`config.mk`:
```
export PLATFORM = sky130hd
export DESIGN_NAME = detect_event_logger
export DESIGN_NICKNAME = d
export VERILOG_FILES = /design/src/rtl/det_log_pkg.sv /design/src/rtl/det_fifo.sv /design/src/rtl/detect_event_logger.sv
export SDC_FILE = /design/constraint.sdc
export NUM_CORES = 1
export LEC_CHECK = 0
export CORE_MARGIN = 3
export CORE_UTILIZATION = 30
export DETAILED_ROUTE_END_ITERATION = 7
export SYNTH_ARGS = -nofsm -noshare
export SYNTH_HDL_FRONTEND = slang
export SYNTH_HIERARCHICAL = 1
export SYNTH_SLANG_ARGS = --single-unit
```
`constraint.sdc`:
```
create_clock -name clk -period 4.7 [get_ports clk]
set_input_delay 1.175 -clock clk [delete_from_list [all_inputs] [get_ports clk]]
set_output_delay 1.175 -clock clk [all_outputs]
set_load 0.01 [all_outputs]
```
`src/rtl/det_log_pkg.sv`:
```
// Shared defaults, types and helpers for the detection event logger.
// Imported by the logger top and its buffer.
package det_log_pkg;

  localparam int unsigned TS_W_DEF  = 16;
  localparam int unsigned DEPTH_DEF = 4;
  localparam int unsigned CNT_W_DEF = 8;

  typedef logic [TS_W_DEF-1:0]  ts_t;
  typedef logic [CNT_W_DEF-1:0] cnt_t;

  // Width-generic saturating increment: holds at 2**w-1.
  function automatic logic [63:0] sat_inc(
    input logic [63:0] v,
    input int unsigned w
  );
    logic [63:0] max_v;
    max_v = (w >= 64) ? '1 : ((64'd1 << w) - 64'd1);
    return (v == max_v) ? v : v + 64'd1;
  endfunction

endpackage

```
`src/rtl/det_fifo.sv`:
```
// First-word-fall-through event buffer; pointers wrap modulo DEPTH,
// full/empty come from an occupancy count one bit wider than the pointers.
module det_fifo
  import det_log_pkg::*;
#(
  parameter int unsigned W     = TS_W_DEF,
  parameter int unsigned DEPTH = DEPTH_DEF
) (
  input  logic         clk,
  input  logic         rstn,
  input  logic         clr,
  input  logic         push,
  input  logic         pop,
  input  logic [W-1:0] din,
  output logic [W-1:0] dout,
  output logic         full,
  output logic         empty
);

  localparam int unsigned AW = $clog2(DEPTH);
  localparam logic [AW:0] FULL_CNT = (AW+1)'(DEPTH);

  logic [W-1:0]  r_mem [DEPTH];
  logic [AW-1:0] r_wptr;
  logic [AW-1:0] r_rptr;
  logic [AW:0]   r_cnt;

  logic w_wr;
  logic w_rd;

  assign full  = (r_cnt == FULL_CNT);
  assign empty = (r_cnt == '0);
  assign dout  = r_mem[r_rptr];

  // A write into a full buffer is legal only alongside a read.
  assign w_rd = pop & ~empty;
  assign w_wr = push & (~full | w_rd);

  always_ff @(posedge clk) begin
    if (w_wr) begin
      r_mem[r_wptr] <= din;
    end
  end

  always_ff @(posedge clk) begin
    if (!rstn || clr) begin
      r_wptr <= '0;
      r_rptr <= '0;
      r_cnt  <= '0;
    end else begin
      if (w_wr) begin
        r_wptr <= r_wptr + AW'(1);
      end
      if (w_rd) begin
        r_rptr <= r_rptr + AW'(1);
      end
      unique case ({w_wr, w_rd})
        2'b10:   r_cnt <= r_cnt + (AW+1)'(1);
        2'b01:   r_cnt <= r_cnt - (AW+1)'(1);
        default: r_cnt <= r_cnt;
      endcase
    end
  end

endmodule

```
`src/rtl/detect_event_logger.sv`:
```
// Timestamps detector pulses into a FIFO and keeps saturating
// accepted/dropped event statistics.
module detect_event_logger
  import det_log_pkg::*;
#(
  parameter int unsigned TS_W  = TS_W_DEF,
  parameter int unsigned DEPTH = DEPTH_DEF,
  parameter int unsigned CNT_W = CNT_W_DEF
) (
  input  logic             clk,
  input  logic             rstn,
  input  logic             clr,
  input  logic             det_in,
  output logic             evt_valid,
  input  logic             evt_ready,
  output logic [TS_W-1:0]  evt_ts,
  output logic [CNT_W-1:0] evt_count,
  output logic [CNT_W-1:0] drop_count,
  output logic             full
);

  logic [TS_W-1:0]  r_ts;
  logic [CNT_W-1:0] r_evt_cnt;
  logic [CNT_W-1:0] r_drop_cnt;

  logic             w_empty;
  logic             w_full;
  logic             w_pop;
  logic             w_push;
  logic             w_drop;
  logic [TS_W-1:0]  w_dout;
  logic [CNT_W-1:0] w_evt_nxt;
  logic [CNT_W-1:0] w_drop_nxt;

  // clr dominates: nothing moves through the buffer in a clear cycle.
  assign w_pop  = ~w_empty & evt_ready & ~clr;
  assign w_push = det_in & (~w_full | w_pop) & ~clr;
  assign w_drop = det_in & w_full & ~w_pop & ~clr;

  assign w_evt_nxt  = CNT_W'(sat_inc(64'(r_evt_cnt), CNT_W));
  assign w_drop_nxt = CNT_W'(sat_inc(64'(r_drop_cnt), CNT_W));

  det_fifo #(
    .W     (TS_W),
    .DEPTH (DEPTH)
  ) u_fifo (
    .clk   (clk),
    .rstn  (rstn),
    .clr   (clr),
    .push  (w_push),
    .pop   (w_pop),
    .din   (r_ts),
    .dout  (w_dout),
    .full  (w_full),
    .empty (w_empty)
  );

  always_ff @(posedge clk) begin
    if (!rstn || clr) begin
      r_ts <= '0;
    end else begin
      r_ts <= r_ts + TS_W'(1);
    end
  end

  always_ff @(posedge clk) begin
    if (!rstn || clr) begin
      r_evt_cnt  <= '0;
      r_drop_cnt <= '0;
    end else begin
      if (w_push) begin
        r_evt_cnt <= w_evt_nxt;
      end
      if (w_drop) begin
        r_drop_cnt <= w_drop_nxt;
      end
    end
  end

  // Stale memory is masked so the stamp reads 0 whenever nothing is held.
  assign evt_valid  = ~w_empty;
  assign evt_ts     = w_empty ? '0 : w_dout;
  assign evt_count  = r_evt_cnt;
  assign drop_count = r_drop_cnt;
  assign full       = w_full;

endmodule

```
==> metrics.md <==
| Metric | Value |
|---|---|
| Residual antenna-violating net count after detailed routing | 0 |
| Comb power frac | 3.0% |
| TritonCTS clock tree | yes |
| Main combinational cell family by area after synthesis | simple AND/OR/NAND/NOR gates |
| Worst Setup Path Type | flop to output port |
| Synthesized-area fraction occupied by ao, oa, aoi and oai cells | 7.54% |
| Number of placed I/O pins | 39 |
| Number of port buffers | 38 |
| Row cnt | 43 |
| Routed wirelength normalized by instance count | 15.6 µm |
| Last weighted congestion value of the routability-driven placer | 0.771 |
| Most used standard cell by instance count after synthesis | edfxtp_1 |
| Actual slew at the worst max-slew pin | 889 ps |
| Final Routed Wirelength | 8740 µm |
| Final Cycle Share | 78.6% |
| Clock sink count | 105 |
| Final critical-path required period | 3690 ps |
| Combined area of all synthesized cells | 4430 µm² |
| Start point of the worst min-delay path | u_fifo/r_rptr[0] |
| Detailed placer's ending HPWL | 5800 µm |
| Highest net fanout along the worst path | 9 |
| Hold buffer count at CTS | 0 |
| Die span in x | 128 µm |
| Overall die area | 16,300 µm² |
| Upper clock frequency limit | 0.271 GHz |
| Wire length of the first global-routing pass | 14,700 µm |
| Run status | finished clean |
| XOR/XNOR share of the synthesized area | 2.18% |
| Total design power | 1.76 mW |
| H-tree depth | 3 |
| RSZ-0062 raised after global routing | false |
| Antenna violations before repair | 0 |
| Post-layout nets | 389 |
| Int Pwr | 1.38 mW |
| Hold/Removal Path Class | flop to flop |
| Power share of the clock group | 41.2% |
| Worst flop-to-flop path endpoint | u_fifo/r_cnt[2] |
| Core region area | 14,100 µm² |
| Synth top area share | 43.4% |
| Initial core utilization | 31.3% |
| Number of flops mapped to enable cells by yosys | 64 |
| Fraction of final layout cells with drive strength greater than 1 | 12.4% |
| Static power due to leakage | 1.66 nW |
| Async SR Flop Fraction | 0% |
| Final Hold Violating Endpoints | 0 |
| Sequential share of power | 55.8% |
| Largest net degree at the start of global routing | 24 |
| Clock Pin Slew Worst Setup and Hold Paths | 70 ps |
| Post-synthesis register bit count | 105 |
| Worst flop-to-flop path startpoint | u_fifo/r_cnt[1] |
| Slew Limit Fails | 0 |
| Post-route setup TNS | 0 ps |
| Cell types with the largest area share after synthesis | edfxtp_1, dfxtp_1, mux4_2 |
| Post-route design area | 5310 µm² |
| Detailed-route wire length on metal 1 | 3960 µm |
| Post-Place Cell Area | 5020 µm² |
| Routed length on met3 | 307 µm |
| Post-CTS setup buffers | 0 |
| Hold Path Sink | u_fifo/r_rptr[0] |
| Max-slew headroom at the worst pin | 40.7% |
| Critical path required time | 3520 ps |
| Reg2Reg Depth | 13 |
| Total Routing Usage GR | 11.4% |
| Inserted Diodes | 0 |
| Ys Warns | 6 |
| Post-synth cell types | 49 |
| Mapped Cells | 333 |
| Worst hold path cell count | 2 |
| Via count of the first global-routing pass | 2,867 |
| Remaining design rule violation count | 0 |
| Highest routed layer | met4 |
| Count of vias placed by the detailed router | 2,829 |
| Mux contribution to synthesized area | 8.36% |
| Max-Cap Viols | 0 |
| Fraction of the mapped netlist area in simple logic gates | 15.3% |
| Synthesized area divided by synthesized cell count | 13.3 µm² |
| Net count after synthesis | 347 |
| CTS Root Buffer Type | clkbuf_16 |
| Data arrival time at the worst-slack endpoint | 2520 ps |
| Dominant cell type by area after synthesis | edfxtp_1 |
| Worst hold slack | 502 ps |
| Post-synthesis to final-layout area growth | 19.9% |
| Final number of setup-violating endpoints | 0 |
| Net switching component of the power | 0.372 mW |
| Layout Skew | 7.18 ps |
| Gates resized, CTS repair | 0 |
| Synth Flop Type | edfxtp_1 |
| Number of buffers added by the clock tree synthesis step | 9 |
| Clock latency on the worst-skew pair | 340 ps |
| Height of the die | 128 µm |
| Pwr per Cell Area | 331 nW/µm² |
| Worst VDD drop | 157 µV |
| Overflow left after global routing | 0 |
| Vias per Instance | 5.05 |
| R2r setup slk | 1410 ps |
| Leading cell types by count after synthesis | edfxtp_1, dfxtp_1, nor2_1 |
| Routed wl met2 | 4360 µm |
| Startpoint type of the worst setup path | flop |
| Clock tree buffer depth | 2 |
| Type of destination of the critical path | output port |
| Number of DRC markers after the initial detailed-route iteration | 113 |
| TritonRoute pass-1 iters | 4 |
| Switching share of power | 21.2% |
| Sequential share of the synthesized area | 61.9% |
| Adder and majority cell fraction of the synthesized area | 2.71% |
[worst max path at each step]
stage / cells past startpoint / slack (ps) / end / from
finish: 4 / 1010 / evt_ts[15] / flop
global route: 4 / 810 / evt_ts[15] / flop
CTS: 4 / 910 / evt_ts[15] / flop
detailed placement: 12 / 710 / u_fifo/r_cnt[2] / evt_ready
global placement: 12 / 790 / u_fifo/r_cnt[2] / evt_ready
floorplan: 13 / 1240 / u_fifo/r_cnt[2] / u_fifo/r_cnt[1]
[per-layer routing]
metal | track usage (%) | vias to the layer above
met5 | 0 | -
li1 | - | 1354
met2 | 19.4 | 49
met1 | 14.3 | 1415
met4 | 3.22 | 0
met3 | 3.01 | 11
[logic make-up (layout without fill, tap and decap cells)]
group | count (synthesis) | count (layout)
XOR/XNOR | 11 | 11
multiplexers | 17 | 17
AND/OR/NAND/NOR | 121 | 121
flip-flops | 105 | 105
buffers and inverters | 21 | 68
adder cells (fa/ha/maj) | 9 | 9
AO/OA/AOI/OAI | 49 | 49
[layout make-up]
type	count	area, µm²
Clock buffer	10	239
Timing Repair Buffer	42	410
Sequential cell	105	2740
Tap cell	180	225
Inverter	10	37.5
Fill cell	1348	8840
Clock inverter	6	55.1
Multi-Input combinational cell	207	1600
[per-stage QoR]
step	setup WS, ps	std cells	util (%)
finish	1010	560	37.5
global placement	790	544	35.5
CTS	910	560	37.5
floorplan	1240	333	-
detailed placement	709	544	35.5
global route	809	560	37.5
[worst max-delay path, cell delays in order (launching register included)]
cell             delay [ps]
dfxtp_1                 670
buf_4                   340
mux4_2                  540
nor2b_1                 150
clkdlybuf4s50_1         480
[state kept, by name, summed over array words and instances (netlist names), named ones only]
register / count
u_fifo/r_mem: 64
r_ts: 16
drop_count: 8
evt_count: 8
u_fifo/r_cnt: 3
u_fifo/r_rptr: 2
u_fifo/r_wptr: 2
[power groups by stage]
| stage | combinational [mW] | sequential [mW] | clock [mW] |
|---|---|---|---|
| 2_1_floorplan | 0.0306 | 1.00 | 0 |
| 3_3_place_gp | 0.0521 | 1.00 | 0 |
| 3_5_place_dp | 0.0530 | 1.00 | 0 |
| 4_1_cts | 0.0531 | 0.980 | 0.746 |
| 5_1_grt | 0.0576 | 0.981 | 0.782 |
| 6_report | 0.0518 | 0.980 | 0.724 |
[cell usage in the layout (no fill, tap or decap), drive strengths merged, types with 11 or more instances in the layout]
master	instances
nand3	11
nor2b	20
mux4	16
dfxtp	41
edfxtp	64
inv	14
clkdlybuf4s50	38
nand2	19
a21oi	14
nor2	23
No activity file was read; power rests on OpenSTA's default activity.
